$ cat config.mk
export PLATFORM = sky130hd
export DESIGN_NAME = logic_fn_pipe
export DESIGN_NICKNAME = d
export VERILOG_FILES = /design/src/rtl/logic_fn_pkg.sv /design/src/rtl/logic_fn_pipe_popcount.sv /design/src/rtl/logic_fn_pipe.sv
export SDC_FILE = /design/constraint.sdc
export NUM_CORES = 1
export LEC_CHECK = 0
export CORE_MARGIN = 2
export CORE_UTILIZATION = 40
export DETAILED_ROUTE_END_ITERATION = 12
export GPL_TIMING_DRIVEN = 0
export PLACE_DENSITY = 0.71
export SYNTH_ARGS = -nofsm -noshare
export SYNTH_HDL_FRONTEND = slang
export SYNTH_HIERARCHICAL = 1
export SYNTH_SLANG_ARGS = --single-unit
$ cat constraint.sdc
create_clock -name clk -period 3.5 [get_ports clk]
set_input_delay 0.525 -clock clk [delete_from_list [all_inputs] [get_ports clk]]
set_output_delay 0.525 -clock clk [all_outputs]
set_load 0.03 [all_outputs]
$ cat src/rtl/logic_fn_pkg.sv
// Shared mode encodings and the per-bit logic function used by logic_fn_pipe.
package logic_fn_pkg;

    localparam logic [1:0] MODE_NSEL = 2'd0;
    localparam logic [1:0] MODE_SEL  = 2'd1;
    localparam logic [1:0] MODE_PAR  = 2'd2;
    localparam logic [1:0] MODE_MAJ  = 2'd3;

    localparam int MAX_W = 64;

    // Evaluated at full 64-bit width; callers zero-extend operands and keep the low bits.
    function automatic logic [MAX_W-1:0] logic_fn(
        input logic [1:0]       mode,
        input logic [MAX_W-1:0] a,
        input logic [MAX_W-1:0] b,
        input logic [MAX_W-1:0] c
    );
        logic [MAX_W-1:0] sel;
        logic [MAX_W-1:0] res;
        sel = (a & b) | (~b & c);
        case (mode)
            MODE_NSEL: res = ~sel;
            MODE_SEL:  res = sel;
            MODE_PAR:  res = a ^ b ^ c;
            default:   res = (a & b) | (a & c) | (b & c);
        endcase
        return res;
    endfunction

endpackage

$ cat src/rtl/logic_fn_pipe_popcount.sv
// Combinational ones-count of a WIDTH-bit vector; result spans 0..WIDTH.
module popcount #(
    parameter  int WIDTH = 8,
    localparam int CW    = $clog2(WIDTH + 1)
) (
    input  logic [WIDTH-1:0] vec,
    output logic [CW-1:0]    cnt
);

    always_comb begin
        cnt = '0;
        for (int i = 0; i < WIDTH; i++) begin
            cnt = cnt + CW'(vec[i]);
        end
    end

endmodule

$ cat src/rtl/logic_fn_pipe.sv
// Two-stage elastic pipeline: stage 1 registers the selected logic function,
// stage 2 registers the result together with its ones-count.
module logic_fn_pipe
    import logic_fn_pkg::*;
#(
    parameter  int WIDTH = 8,
    localparam int CW    = $clog2(WIDTH + 1)
) (
    input  logic             clk,
    input  logic             rst_n,
    input  logic [WIDTH-1:0] a,
    input  logic [WIDTH-1:0] b,
    input  logic [WIDTH-1:0] c,
    input  logic [1:0]       mode,
    input  logic             in_valid,
    output logic             in_ready,
    output logic [WIDTH-1:0] f,
    output logic [CW-1:0]    ones,
    output logic             out_valid,
    input  logic             out_ready
);

    logic [MAX_W-1:0] fn_full_p0;
    logic [WIDTH-1:0] fn_p0;
    logic [WIDTH-1:0] fn_p1;
    logic [CW-1:0]    cnt_p1;
    logic             s1_valid;
    logic             ld_p1;
    logic             ld_p2;

    // An empty stage always loads, so bubbles collapse regardless of out_ready.
    assign ld_p2    = !out_valid || out_ready;
    assign ld_p1    = !s1_valid || ld_p2;
    assign in_ready = ld_p1;

    assign fn_full_p0 = logic_fn(mode, MAX_W'(a), MAX_W'(b), MAX_W'(c));
    assign fn_p0      = fn_full_p0[WIDTH-1:0];

    // Stage 0 -> 1: function result
    always_ff @(posedge clk or negedge rst_n) begin
        if (!rst_n) begin
            s1_valid <= 1'b0;
        end else if (ld_p1) begin
            s1_valid <= in_valid;
        end
    end

    always_ff @(posedge clk) begin
        if (ld_p1 && in_valid) begin
            fn_p1 <= fn_p0;
        end
    end

    popcount #(.WIDTH(WIDTH)) u_popcount (
        .vec (fn_p1),
        .cnt (cnt_p1)
    );

    // Stage 1 -> 2: result and ones-count
    always_ff @(posedge clk or negedge rst_n) begin
        if (!rst_n) begin
            out_valid <= 1'b0;
            f         <= '0;
            ones      <= '0;
        end else if (ld_p2) begin
            out_valid <= s1_valid;
            if (s1_valid) begin
                f    <= fn_p1;
                ones <= cnt_p1;
            end
        end
    end

endmodule

## Word level (Yosys, flattened, before mapping)

Cells that the tools add are included.

| operators by class | value |
|---|---|
| add/subtract/negate cells | 7 |
| eq/ne operators | 2 |
| mux-type cells | 1 |
| bitwise gates (word level) | 11 |
| reduce and logical (&&, ||, !) cells | 7 |

Operators by type and width:

| kind | count |
|---|---|
| 8-bit bitwise AND | 4 |
| 4-bit by 1-bit adder with 4-bit output | 6 |
| 8-bit bitwise OR | 3 |
| 8-bit case mux with 3 select lines | 1 |
| 8-bit inverter | 2 |
| 8-bit bitwise XOR | 2 |
| 1-bit by 1-bit adder with 2-bit output | 1 |
| 2-bit by 1-bit == test with 1-bit output, second input constant | 1 |
| 2-bit == test, second input constant | 1 |
| 1-bit zero test | 2 |
| 2-bit zero test | 1 |
| 1-bit logical OR | 2 |
| 2-bit AND reduction | 1 |
| 1-bit logical AND | 1 |

| storage, ports and cells | value |
|---|---|
| register bits after elaboration | 22 |
| input bits | 30 |
| output and inout bits | 14 |
| word-level logic and storage cells | 33 |

## Logic depth before layout (Yosys ltp)

| logic depth | value |
|---|---|
| depth in word-level cells | 7 |
| depth in mapped cells | 10 |
| depth with buffers taken out | 10 |

## Cells and area by module

Netlist, hierarchy kept.

By module, submodules not included:

| module | times used | cells each | area an instance (um^2) | seq. area each (um^2) |
|---|---|---|---|---|
| logic_fn_pipe | 1 | 110 | 1363.8 | 590.6 |
| popcount | 1 | 24 | 190.2 | 0.0 |

## Least setup slack after synthesis

No wires, ideal clock.

| path | value |
|---|---|
| kind | reg-to-reg |
| from | register fn_p1[1] |
| to | register ones[1] |
| setup time | 125 ps |
| arrival time | 2755 ps |
| required time | 3375 ps |
| path slack | 620 ps |
| cell stages (with the launch flop) | 11 |
| buffers on the path | 0 |
| period minus slack after synthesis | 2880 ps |
| path through | edfxtp_1 inv_1 fa_1 fa_1 fa_1 inv_1 ha_1 inv_1 fa_1 inv_1 mux2_4 |

| on the way | value |
|---|---|
| longest elaborated chain between the ends | 7 |

Ends and longest elaborated chain:

| what | RTL line | RTL |
|---|---|---|
| start: declaration | logic_fn_pipe.sv:25 | `logic [WIDTH-1:0] fn_p1;` |
| start signal: assignment | logic_fn_pipe.sv:50 | `fn_p1 <= fn_p0;` |
| 1-bit by 1-bit adder with 2-bit output | logic_fn_pipe_popcount.sv:13 | `cnt = cnt + CW'(vec[i]);` |
| 4-bit by 1-bit adder with 4-bit output (6 in series) | logic_fn_pipe_popcount.sv:13 |  |
| named net cnt_p1[1] | logic_fn_pipe.sv:26 | `logic [CW-1:0] cnt_p1;` |
| end signal: assignment | logic_fn_pipe.sv:69 | `ones <= cnt_p1;` |
| end: declaration | logic_fn_pipe.sv:18 | `output logic [CW-1:0] ones,` |

The timed path passes the listed nets, and every way through them passes these cells.
A chain may end at the register's enable or synchronous reset.

## Final worst setup path

| path | value |
|---|---|
| from | register fn_p1[0] |
| to | register ones[2] |

Same word-level chain as after synthesis.

==> results.tsv <==
stage	metric	value	unit
cts	clock slew at reported path FFs	80	ps
cts	cts bufs inserted	3	
logic_synthesis	Syn. warnings	6	
logic_synthesis	dominant synthesized flop cell	dfrtp_1	
routing	vias post-DR	1096	
routing	Iter 0 DRT Violations	21	
cells_and_area	Layout fillers	343	
timing	relative slew slack	0.6045	
logic_synthesis	average size of a mapped cell	11.60	um2
timing	final period utilization	0.8749	
timing	Worst Max-Slew Pin Slew	591.3	ps
die	core area	3689	um2
routing	post-route ant nets	0	
logic_synthesis	asr flop ratio synth	0.6364	
routing	remaining routing DRC violations	0	
cts	H-tree depth	1	
global_route	all-layer global routing usage	0.1418	
placement	DP HPWL	2320	um
timing	final setup TNS	0	ps
routing	vias per cell	4.786	
die	Die H	66.33	um
die	row count	22	
setup_path	crit-path max FO	2	
die	die area	4400	um2
logic_synthesis	synthesized flop and latch total	22	
routing	DR WL/cell	11.85	um
global_route	vias in the first global route	1162	
setup_path	Critical Path Sink Type	register	
cts	clk sinks	22	
die	IO Count	44	
cts	CTS resizes	0	
global_route	initial antenna violation count	0	
power	leakage power total	1.027	nW
worst_hold_path	hold crit path type	reg2reg	
timing	# setup viols final	0	
placement	number of port buffers	43	
setup_path	Worst EP arrival	3210	ps
timing	Slew Viols, Final	0	
die	initial core utilization	0.4213	
setup_path	critical path required time	3650	ps
timing	Tmin final	3062	ps
power	Power Dens Cells	457.9	nW/um2
timing	Worst Skew	4.735	ps
flow_run	Max-cap violations	0	
cts	Root Buffer	clkbuf_8	
power	total power	0.9568	mW
logic_synthesis	post-synth top area share	0.2254	
logic_synthesis	sequential element share of the synthesized area	0.3800	
global_route	largest net degree at the start of global routing	15	
cells_and_area	nets	227	
cells_and_area	P&R area growth vs syn	34.46	%
placement	Post-DP Area	2044	um2
logic_synthesis	Post-synth EDFFs	8	
cts	setup bufs post-CTS	0	
placement	Final GP Congestion	0.7857	
cells_and_area	# diodes	0	
global_route	total gr overflow	0	
logic_synthesis	top cells by count, synth	inv_1 (38), dfrtp_1 (14), fa_1 (12)	
cells_and_area	layout cells sized above 1	0.1050	
logic_synthesis	Syn Inst Count	134	
logic_synthesis	top cells by area, synth	dfrtp_1 (23%), fa_1 (15%), edfxtp_1 (15%)	
setup_path	WS Path Type	reg2reg	
die	Die X-Extent	66.33	um
logic_synthesis	post-synthesis net count	179	
routing	DRT Wirelength	2714	um
cells_and_area	final instance area	2090	um2
logic_synthesis	count leader, synth	inv_1	
cts	CTS Buffer Depth	2	
power	Max rail drop VDD	0.0001572	V
routing	Initial DRT Pass Iterations	4	
timing	RSZ-0062 raised after global routing	no	
global_route	first-pass GRT wire length	4671	um
timing	Fmax	0.3266	GHz
logic_synthesis	Distinct cells, synth	23	
timing	final hold vios	0	
cts	worst skew pair latency	260	ps
logic_synthesis	dominant cell type by area after synthesis	dfrtp_1	
cts	CTS tree	yes	
logic_synthesis	Mapped Area	1554	um2
run_status	status	finished, final reports clean	
cts	cts-stage hold buffer count	0	
setup_path	type of origin of the critical path	register	
sequential cells by signal, summed over array words and instances, names as in the netlist:
name / count
s1_valid: 1
f: 8
ones: 4
out_valid: 1
fn_p1: 8
cells by family after synthesis:
family | share of synthesized area
DFF | 0.3800
muxes | 0.1626
xor gates and xnor gates | 0.005637
and+or+nand+nor | 0.08293
adders and majority gates | 0.1787
buffers and inverters | 0.1095
AOI/OAI and AO/OA | 0.08052
where the power goes:
| part | switching (mW) | internal, mW |
|---|---|---|
| Clock | 0.0777 | 0.0783 |
| Combinational | 0.216 | 0.232 |
| Sequential | 0.0297 | 0.322 |
| Total | 0.324 | 0.633 |
layer usage:
layer  vias to the layer above  routed length, um  GRT usage
li1                        526                  -          -
met1                       533               1071     0.1477
met2                        33               1433     0.2725
met3                         4                151    0.02044
met4                         0                 57    0.06888
met5                         -                  0          0
metrics by stage:
stage / setup WS, ps / instances / hold WS, ps / utilization
global placement: 532.3 / 225 / 493.6 / 0.5543
finish: 438.0 / 229 / 510.2 / 0.5665
detailed placement: 437.0 / 225 / 503.4 / 0.5543
floorplan: 620.4 / 134 / 229.4 / -
CTS: 412.5 / 229 / 518.2 / 0.5665
global route: 291.6 / 229 / 524.1 / 0.5665
critical path, stage by stage, from the launching register on:
cell,delay [ps]
edfxtp_1,360
inv_1,70
fa_1,550
fa_1,430
fa_1,440
inv_1,70
ha_1,170
inv_1,60
fa_1,380
xnor2_1,150
mux2_4,270
final timing paths:
path	from	to	slack (ps)	cells after the start
min	ones[3]$_DFFE_PN0P_	ones[3]$_DFFE_PN0P_	510	1
max	fn_p1[0]$_DFFE_PP_	ones[2]$_DFFE_PN0P_	440	10
min in group asynchronous	rst_n	f[5]$_DFFE_PN0P_	640	1
min reg2reg	ones[3]$_DFFE_PN0P_	ones[3]$_DFFE_PN0P_	510	1
max in group asynchronous	rst_n	out_valid$_DFFE_PN0P_	2480	1
max reg2reg	fn_p1[0]$_DFFE_PP_	ones[2]$_DFFE_PN0P_	440	10
final cells by class:
type	instances	area (um2)	area share
clock buffer	3	41.29	0.01976
multi-input combinational	72	793.3	0.3796
tap	48	60.06	0.02874
timing repair buffer	43	430.4	0.2060
inverter	38	142.6	0.06826
clock inverter	1	3.754	0.001796
buffer	2	27.53	0.01317
sequential	22	590.6	0.2826
cells in the final DEF, fill, tap and decap left out, types with 8 or more instances in the layout:
master,instances
edfxtp_1,8
mux2i_1,8
o22ai_1,8
inv_1,38
a211o_1,8
nor2b_1,10
mux2_4,10
fa_1,12
dfrtp_1,14
clkdlybuf4s50_1,43
Power figures use the tool's default switching activity.
